**config.mk**
```make
export PLATFORM = sky130hd
export DESIGN_NAME = muldiv_unit_flat
export DESIGN_NICKNAME = d
export VERILOG_FILES = /design/src/rtl/muldiv_unit_if.sv /design/src/rtl/muldiv_unit.sv /design/src/flat_wrapper.sv
export SDC_FILE = /design/constraint.sdc
export NUM_CORES = 1
export LEC_CHECK = 0
export CAP_MARGIN = 25
export CORE_MARGIN = 2
export CORE_UTILIZATION = 30
export CTS_CLUSTER_DIAMETER = 150
export DETAILED_ROUTE_END_ITERATION = 6
export GPL_ROUTABILITY_DRIVEN = 0
export HOLD_SLACK_MARGIN = 0.02
export PLACE_DENSITY_LB_ADDON = 0.1
export REMOVE_ABC_BUFFERS = 1
export SLEW_MARGIN = 20
export SYNTH_ARGS = -nofsm -noshare
export SYNTH_HDL_FRONTEND = slang
export SYNTH_SLANG_ARGS = --single-unit
```
**constraint.sdc**
```tcl
create_clock -name clk -period 7.78 [get_ports clk]
set_clock_uncertainty 0.1 [all_clocks]
set_input_delay 1.945 -clock clk [delete_from_list [all_inputs] [get_ports clk]]
set_output_delay 1.945 -clock clk [all_outputs]
set_load 0.02 [all_outputs]
```
**src/rtl/muldiv_unit_if.sv**
```systemverilog
// Request/response bundle between the execute stage and the iterative
// RV32M multiply/divide unit.
interface muldiv_unit_if #(
    parameter int LEN = 32
);
    logic           start;
    logic [2:0]     funct3;
    logic [LEN-1:0] aluop1;
    logic [LEN-1:0] aluop2;
    logic           flush;
    logic           ready;
    logic           busy;
    logic           valid_out;
    logic [LEN-1:0] aluout;

    modport master (
        output start, funct3, aluop1, aluop2, flush,
        input  ready, busy, valid_out, aluout
    );

    modport slave (
        input  start, funct3, aluop1, aluop2, flush,
        output ready, busy, valid_out, aluout
    );
endinterface

```
**src/rtl/muldiv_unit.sv**
```systemverilog
// Iterative RV32M multiply/divide: radix-2 shift-add multiply and restoring
// divide, one step per cycle, with start/busy/valid handshake and flush.
module muldiv_unit #(
    parameter int LEN   = 32,
    parameter int CNT_W = $clog2(LEN) + 1
) (
    input  logic           clk,
    input  logic           rst,
    muldiv_unit_if.slave   bus
);
    typedef enum logic [1:0] {IDLE, RUN, DONE} state_t;

    state_t           state, state_n;
    logic [CNT_W-1:0] cnt, cnt_n;
    logic [2:0]       op, op_n;
    logic             neg_res, neg_res_n;
    logic             neg_rem, neg_rem_n;
    logic [LEN:0]     hi, hi_n;
    logic [LEN-1:0]   lo, lo_n;
    logic [LEN-1:0]   opb, opb_n;
    logic [LEN-1:0]   res, res_n;

    logic             a_sgn, b_sgn, sgn_ops, accept;
    logic [LEN-1:0]   a_mag, b_mag;
    logic [LEN:0]     mul_sum, shifted, diff;
    logic [LEN:0]     step_hi;
    logic [LEN-1:0]   step_lo;
    logic [2*LEN-1:0] prod, prod_s;
    logic [LEN-1:0]   quo_s, rem_s, fin;

    assign bus.ready     = (state != RUN);
    assign bus.busy      = (state == RUN);
    assign bus.valid_out = (state == DONE);
    assign bus.aluout    = res;

    // Operand sign handling at accept time
    always_comb begin
        sgn_ops = (bus.funct3 == 3'b001) || (bus.funct3 == 3'b100) || (bus.funct3 == 3'b110);
        a_sgn   = (sgn_ops || (bus.funct3 == 3'b010)) && bus.aluop1[LEN-1];
        b_sgn   = sgn_ops && bus.aluop2[LEN-1];
        a_mag   = a_sgn ? (~bus.aluop1 + 1'b1) : bus.aluop1;
        b_mag   = b_sgn ? (~bus.aluop2 + 1'b1) : bus.aluop2;
        accept  = bus.start && !bus.flush && (state != RUN);
    end

    // One iteration of multiply (hi:lo shift right) or divide (hi:lo shift left)
    always_comb begin
        mul_sum = hi + (lo[0] ? {1'b0, opb} : '0);
        shifted = {hi[LEN-1:0], lo[LEN-1]};
        diff    = shifted - {1'b0, opb};
        if (op[2]) begin
            if (!diff[LEN]) begin
                step_hi = diff;
                step_lo = {lo[LEN-2:0], 1'b1};
            end else begin
                step_hi = shifted;
                step_lo = {lo[LEN-2:0], 1'b0};
            end
        end else begin
            step_hi = {1'b0, mul_sum[LEN:1]};
            step_lo = {mul_sum[0], lo[LEN-1:1]};
        end
        prod   = {step_hi[LEN-1:0], step_lo};
        prod_s = neg_res ? (~prod + 1'b1) : prod;
        quo_s  = neg_res ? (~step_lo + 1'b1) : step_lo;
        rem_s  = neg_rem ? (~step_hi[LEN-1:0] + 1'b1) : step_hi[LEN-1:0];
        case (op)
            3'b000:                 fin = prod_s[LEN-1:0];
            3'b001, 3'b010, 3'b011: fin = prod_s[2*LEN-1:LEN];
            3'b100, 3'b101:         fin = quo_s;
            default:                fin = rem_s;
        endcase
    end

    always_comb begin
        state_n   = state;
        cnt_n     = cnt;
        op_n      = op;
        neg_res_n = neg_res;
        neg_rem_n = neg_rem;
        hi_n      = hi;
        lo_n      = lo;
        opb_n     = opb;
        res_n     = res;

        if (bus.flush) begin
            state_n = IDLE;
            cnt_n   = '0;
        end else begin
            if (state == RUN) begin
                hi_n  = step_hi;
                lo_n  = step_lo;
                cnt_n = cnt - 1'b1;
                if (cnt == CNT_W'(1)) begin
                    state_n = DONE;
                    res_n   = fin;
                end
            end else if (state == DONE) begin
                state_n = IDLE;
            end

            if (accept) begin
                op_n      = bus.funct3;
                neg_res_n = a_sgn ^ b_sgn;
                neg_rem_n = a_sgn;
                hi_n      = '0;
                cnt_n     = CNT_W'(LEN);
                state_n   = RUN;
                if (bus.funct3[2]) begin
                    lo_n  = a_mag;
                    opb_n = b_mag;
                end else begin
                    lo_n  = b_mag;
                    opb_n = a_mag;
                end
                // Divide corner cases resolve immediately without iterating
                if (bus.funct3[2] && (bus.aluop2 == '0)) begin
                    state_n = DONE;
                    cnt_n   = '0;
                    res_n   = bus.funct3[1] ? bus.aluop1 : '1;
                end else if (bus.funct3[2] && !bus.funct3[0] &&
                             (bus.aluop1 == {1'b1, {(LEN-1){1'b0}}}) &&
                             (bus.aluop2 == '1)) begin
                    state_n = DONE;
                    cnt_n   = '0;
                    res_n   = bus.funct3[1] ? '0 : bus.aluop1;
                end
            end
        end
    end

    always_ff @(posedge clk) begin
        if (rst) begin
            state   <= IDLE;
            cnt     <= '0;
            op      <= '0;
            neg_res <= 1'b0;
            neg_rem <= 1'b0;
            hi      <= '0;
            lo      <= '0;
            opb     <= '0;
            res     <= '0;
        end else begin
            state   <= state_n;
            cnt     <= cnt_n;
            op      <= op_n;
            neg_res <= neg_res_n;
            neg_rem <= neg_rem_n;
            hi      <= hi_n;
            lo      <= lo_n;
            opb     <= opb_n;
            res     <= res_n;
        end
    end
endmodule
```
**src/flat_wrapper.sv**
```systemverilog
// flat-port wrapper written by rule: the top's interface ports become plain ports
module muldiv_unit_flat 
#(
    parameter int LEN   = 32,
    parameter int CNT_W = $clog2(LEN) + 1
)
  (clk, rst, bus_start, bus_funct3, bus_aluop1, bus_aluop2, bus_flush, bus_ready, bus_busy, bus_valid_out, bus_aluout);
  muldiv_unit_if #(.LEN(LEN)) bus_i ();
  input  logic clk;
  input  logic rst;
  input wire logic [$bits(bus_i.start)-1:0] bus_start;
  input wire logic [$bits(bus_i.funct3)-1:0] bus_funct3;
  input wire logic [$bits(bus_i.aluop1)-1:0] bus_aluop1;
  input wire logic [$bits(bus_i.aluop2)-1:0] bus_aluop2;
  input wire logic [$bits(bus_i.flush)-1:0] bus_flush;
  output wire logic [$bits(bus_i.ready)-1:0] bus_ready;
  output wire logic [$bits(bus_i.busy)-1:0] bus_busy;
  output wire logic [$bits(bus_i.valid_out)-1:0] bus_valid_out;
  output wire logic [$bits(bus_i.aluout)-1:0] bus_aluout;
  assign bus_i.start = bus_start;
  assign bus_i.funct3 = bus_funct3;
  assign bus_i.aluop1 = bus_aluop1;
  assign bus_i.aluop2 = bus_aluop2;
  assign bus_i.flush = bus_flush;
  assign bus_ready = bus_i.ready;
  assign bus_busy = bus_i.busy;
  assign bus_valid_out = bus_i.valid_out;
  assign bus_aluout = bus_i.aluout;
  muldiv_unit #(.LEN(LEN), .CNT_W(CNT_W)) u_core (.clk(clk), .rst(rst), .bus(bus_i));
endmodule
```
* Yosys cells after proc, flatten, opt, wreduce, memory -nomap -nowiden *
Cells that the tools add are included.

word-level totals
  register bits after elaboration = 142
  bits in latches = 0
  memory bits (writable) = 0
  memory bits (read-only) = 0
  input bits = 71
  output and inout port bits = 35
  memories = 0

cells by class
  $add $sub $neg = 8
  multiply operators = 0
  divide/modulo/power cells = 0
  order comparisons = 0
  eq/ne operators = 16
  shift operators = 0
  muxes and demuxes = 34
  bitwise gates (word level) = 7
  reduce and logical (&&, ||, !) cells = 23

operators by type and width
  operator                 count
  $mux W32                 17
  $mux W33                 4
  $add A32 B1 Y32 const B  4
  $not A32 Y32             4
  $pmux W32 S3             1
  $add A64 B1 Y64 const B  1
  $eq A32 B32 Y1 const B   2
  $mux W64                 1
  $not A64 Y64             1
  $add A33 B33 Y33         1
  $sub A33 B32 Y33         1
  $logic_not A32 Y1        1
  $mux W6                  4
  $eq A3 B3 Y1 const B     4
  $mux W2                  6
  $eq A3 B2 Y1 const B     3
  $logic_and A1 B1 Y1      8
  $eq A3 B1 Y1 const B     2
  $eq A6 B1 Y1 const B     1
  $reduce_and A2 Y1        3
  $sub A6 B1 Y6 const B    1
  $reduce_or A2 Y1         2
  $logic_not A3 Y1         1
  $logic_or A1 B1 Y1       3
  11 further kinds         12

* Longest topological paths before layout *
  depth in word-level cells = 12
  gate-level depth with buffers = 32
  mapped depth without buffers = 30

* Worst setup path before layout *
OpenSTA, ideal clock, no wires.

  path kind = register to register
  start point = register u_core.lo[31]
  end point = register u_core.res[2], in the netlist u_core.bus.aluout[2]
  library setup time = 0.132 ns
  arrival = 6.181 ns
  required time = 7.548 ns
  setup slack = 1.367 ns
  stages on the path, launching flop included = 33
  period minus slack after synthesis = 6.413 ns
  cells stage by stage = dfxtp_1 inv_1 ha_1 inv_1 fa_1 a21o_1 a311o_1 a21o_1 o211ai_2 a21oi_1 or2_1 o21a_1 o21a_1 o21ai_0 nand2b_1 ha_1 inv_1 nor2_1 clkbuf_1 a21oi_1 ha_1 nand2_1 or4_4 or4_4 nand2b_4 or2_1 buf_2 o21ai_1 xnor2_1 a222oi_1 o21ai_0 nand2_1 a21oi_1

between the ends
  word-level cells in the longest chain between the ends = 12

RTL lines
  element                                        line                RTL
  start, declared                                muldiv_unit.sv:19   logic [LEN-1:0] lo, lo_n;
  start signal, assigned                         muldiv_unit.sv:150  lo <= lo_n;
  $sub A33 B32 Y33                               muldiv_unit.sv:50   diff = shifted - {1'b0, opb};
  $mux W1 or $mux W33 (tied branches)            muldiv_unit.sv:52   if (!diff[LEN]) begin
  $mux W32 or $mux W33 (tied branches)           muldiv_unit.sv:51   if (op[2]) begin
  $not A64 Y64, or another cell as far along     muldiv_unit.sv:64   prod_s = neg_res ? (~prod + 1'b1) : prod;
  $add A64 B1 Y64, or another cell as far along  muldiv_unit.sv:64
  $mux W64, or another cell as far along         muldiv_unit.sv:64
  $pmux W32 S3 (*)                               muldiv_unit.sv:67   case (op)
  $mux W32 (*)                                   muldiv_unit.sv:94   if (cnt == CNT_W'(1)) begin
  $mux W32 (*)                                   muldiv_unit.sv:90   if (state == RUN) begin
  $mux W32                                       muldiv_unit.sv:121  end else if (bus.funct3[2] && !bus.funct3[0] &&
  $mux W32                                       muldiv_unit.sv:117  if (bus.funct3[2] && (bus.aluop2 == '0)) begin
  $mux W32 (*)                                   muldiv_unit.sv:102  if (accept) begin
  end signal, assigned                           muldiv_unit.sv:152  res <= res_n;
  end, declared                                  muldiv_unit.sv:21   logic [LEN-1:0] res, res_n;

Every way passes the cells marked *; elsewhere a longest branch is shown, timed or not.
A chain may end at the register's enable or synchronous reset.

* Worst setup path in the final report *
  start point = register u_core.lo[31]
  end point = register u_core.res[1], in the netlist u_core.bus.aluout[1]

Same word-level chain as after synthesis.

==> impl_metrics.tcl <==
set metrics [dict create \
    grt_max_degree 80 \
    die_y_um 235.5 \
    clock_power_share_pct 36.2 \
    max_stage_delay_ns 0.68 \
    area_delta_synth_final_pct 14.17 \
    power_density_mw_per_mm2 134.0 \
    gr-total-overflow 0 \
    fin_tns_setup_ns 0 \
    irDropWorstVdd_mv 0.1556 \
    drive_gt1_share_pct 7.240 \
    syn_area_mm2 0.01608 \
    reg2reg_to "u_core.bus.aluout[1]" \
    min_path_type "reg2reg" \
    post-route-util_pct 34.79 \
    dpl.hpwl_mm 54.94 \
    dieWidth_um 235.5 \
    start_kind "flop" \
    grt_pass1_wl_mm 106.4 \
    tritoncts "yes" \
    p_comb_share_pct 31.8 \
    ys_ff_latch 142 \
    drv_slew 0 \
    synth_top_area_share_pct 17.68 \
    seqPwrFrac_pct 32.0 \
    status "finished, violations left" \
    r2r_slack_ns 0.53 \
    gr-usage-all-layers_pct 25.01 \
    clk_pin_slew_worst_paths_ns 0.07 \
    ys_warn_count 0 \
    leakage_nw 6.560 \
    cp_max_fo 14 \
    maxCapViolCount 0 \
    synthArstFlopShare_pct 0 \
    ant_nets 0 \
    drc 2 \
    vias 17850 \
    cts_buffers 17 \
    endpoint "u_core.bus.aluout[1]" \
    failed_checks "DRC" \
    slew_headroom_pct 32.99 \
    setup_slack_ns 0.5311 \
    die_area_mm2 0.05547 \
    grt_pass1_vias 16580 \
    syn-instance-count 2324 \
    fmax_mhz 138.0 \
    rr_worst_depth 28 \
    avgSynthCellArea_um2 6.919 \
    root_buffer "clkbuf_16" \
    rsz0062_at_grt "false" \
    drt_first_pass_iters 7 \
    core_area_mm2 0.05276 \
    path_class "reg2reg" \
    required_ns 8.00 \
    htreeDepth 4 \
    post_drt_wl_per_cell_um 23.40 \
    fin_nets 2480 \
    rows 84 \
    synth_enable_flop_cells 0 \
    hold_violations 0 \
    report.final.setup_viol 0 \
    min_period_ns 7.249 \
    via_per_inst 5.877 \
    cp.arrival_ns 7.47 \
    portBuffers 105 \
    ys.flop_type "dfxtp_1" \
    slowest_stage "or4_1" \
    dp_worst_setup_slack_ns 0.5949 \
    tightest_slew_ns 1.002 \
    finalWirelength_mm 71.09 \
    yosysSeqAreaShare_pct 17.68 \
    num_io_pins 106 \
    r2r-start "u_core.lo[31]" \
    finalCritPeriodShare_pct 93.17 \
    yosys.cell_types.count 103 \
    synthTopCellsByArea "dfxtp_1 18%, nand2_1 7.4%, a21oi_1 6.7%" \
    startpoint "u_core.lo[31]" \
    start_util_pct 30.48 \
    cts.sink_count 142 \
    grt_antenna_before_repair 0 \
    drt_iter0_drc 1624 \
    cts_hold_buf 0 \
    yosysTopAreaCell "dfxtp_1" \
    cts_buffer_depth 2 \
    power.internal_w 0.001563 \
    clkLatencyLatePin_ns 0.46 \
    crit_path_end_kind "flop" \
    switchingPower_w 0.0008961 \
    p_sw_share_pct 36.44 \
]
-- critical path: cells and delay by family, from the launching register on --
kind | cells | cell delay [ns]
AO/OA/AOI/OAI | 13 | 2.93
AND/OR/NAND/NOR | 8 | 2.28
XOR/XNOR | 1 | 0.12
flip-flops | 1 | 0.36
adder cells (fa/ha/maj) | 3 | 0.91
buffers and inverters | 3 | 0.36
-- cells in the final DEF, fill, tap and decap left out, drive strengths merged, types with 9 or more instances in the layout --
cell type and count:
a211oi 44, a21o 23, a21oi 219, a221oi 13, a311oi 19, a31oi 37
and2 47, and3 14, buf 50, clkbuf 29, clkdlybuf4s50 103, dfxtp 142
ha 72, inv 69, mux2 18, mux2i 45, nand2 317, nand2b 13
nand3 51, nand4 40, nor2 213, nor2b 15, nor3 56, nor4 14
o211ai 59, o21a 14, o21ai 184, o21bai 13, o221ai 9, o22ai 11
o31ai 41, o41ai 12, or2 23, or3 26, or4 12, xnor2 100
xor2 61
-- worst min path at each step --
stage / startpoint / end / slack, ns / depth (start not counted)
2_1_floorplan: u_core.opb[10] / u_core.opb[10] / 0.33 / 2
3_3_place_gp: u_core.opb[1] / u_core.opb[1] / 0.35 / 2
3_5_place_dp: u_core.opb[1] / u_core.opb[1] / 0.36 / 2
4_1_cts: u_core.opb[1] / u_core.opb[1] / 0.37 / 2
5_1_grt: u_core.opb[6] / u_core.opb[6] / 0.39 / 2
6_report: u_core.opb[6] / u_core.opb[6] / 0.37 / 2
-- synthesized netlist by cell type, types with 15 or more instances --
cell	n
a21o_1	23
xor2_1	61
o21ai_1	17
o31ai_1	39
inv_1	68
o21ai_0	166
nor2b_1	15
xnor2_1	100
a31oi_1	36
or3_1	24
nand3_1	51
or2_2	17
a21oi_1	216
mux2_2	18
a211oi_1	38
clkbuf_1	130
mux2i_1	44
dfxtp_1	142
nor2_1	212
nor3_1	52
nand4_1	39
a311oi_1	19
ha_1	72
nand2_1	317
and2_1	47
o211ai_1	58
buf_2	23
-- power by group through the flow --
stage          Clock (W)  Combinational (W)  Sequential [W]
2_1_floorplan          0           0.000478        0.000795
3_3_place_gp           0           0.000764        0.000802
3_5_place_dp           0           0.000766        0.000802
4_1_cts         0.000906           0.000770        0.000786
5_1_grt         0.000931           0.000848        0.000790
6_report        0.000890           0.000782        0.000787
-- metal layers --
layer  part of all wire [%]  wire length (um)  global-route usage, %
met3                    5.1              3625                  2.369
met5                      0                 0                      0
met2                     45             31710                  40.17
met4                    3.3              2356                  9.535
met1                     47             33390                  34.52
-- per-stage QoR --
| stage | cell area (um^2) | instances | power [W] | hold WS, ns |
|---|---|---|---|---|
| finish | 18360 | 3038 | 0.002459 | 0.3675 |
| global route | 18350 | 3036 | 0.002569 | 0.3869 |
| CTS | 18330 | 3034 | 0.002463 | 0.3691 |
| detailed placement | 17720 | 3002 | 0.001569 | 0.3614 |
| global placement | 17700 | 3001 | 0.001565 | 0.3528 |
| floorplan | 15420 | 2162 | 0.001274 | 0.3342 |
-- cells by family after synthesis --
group	synth area share (%)
AND/OR/NAND/NOR	25.76
buffers and inverters	5.758
XOR/XNOR	8.770
AO/OA/AOI/OAI	32.09
adder cells (fa/ha/maj)	5.852
flip-flops	17.68
multiplexers	4.085
-- layout make-up --
type,instances,area [um^2]
Antenna cell,2,5.005
Clock buffer,28,536.8
Clock inverter,4,72.57
Fill cell,5784,34400
Inverter,71,266.5
Multi-Input combinational cell,1949,12340
Sequential cell,142,2848
Tap cell,688,860.8
Timing Repair Buffer,154,1426
-- timing repair --
item,in CTS,in global routing
gates resized for setup,0,1
endpoints found under the setup margin,0,1
endpoints found under the hold margin,0,0
buffers inserted,0,0
-- flip-flops by register name, indices dropped and copies added (netlist names), 2 cells and up --
register,cells
u_core.hi,33
u_core.opb,32
u_core.op,3
u_core.state,2
u_core.cnt,6
u_core.lo,32
u_core.bus.aluout,32
Note: power is estimated with default switching activity, not from simulation.
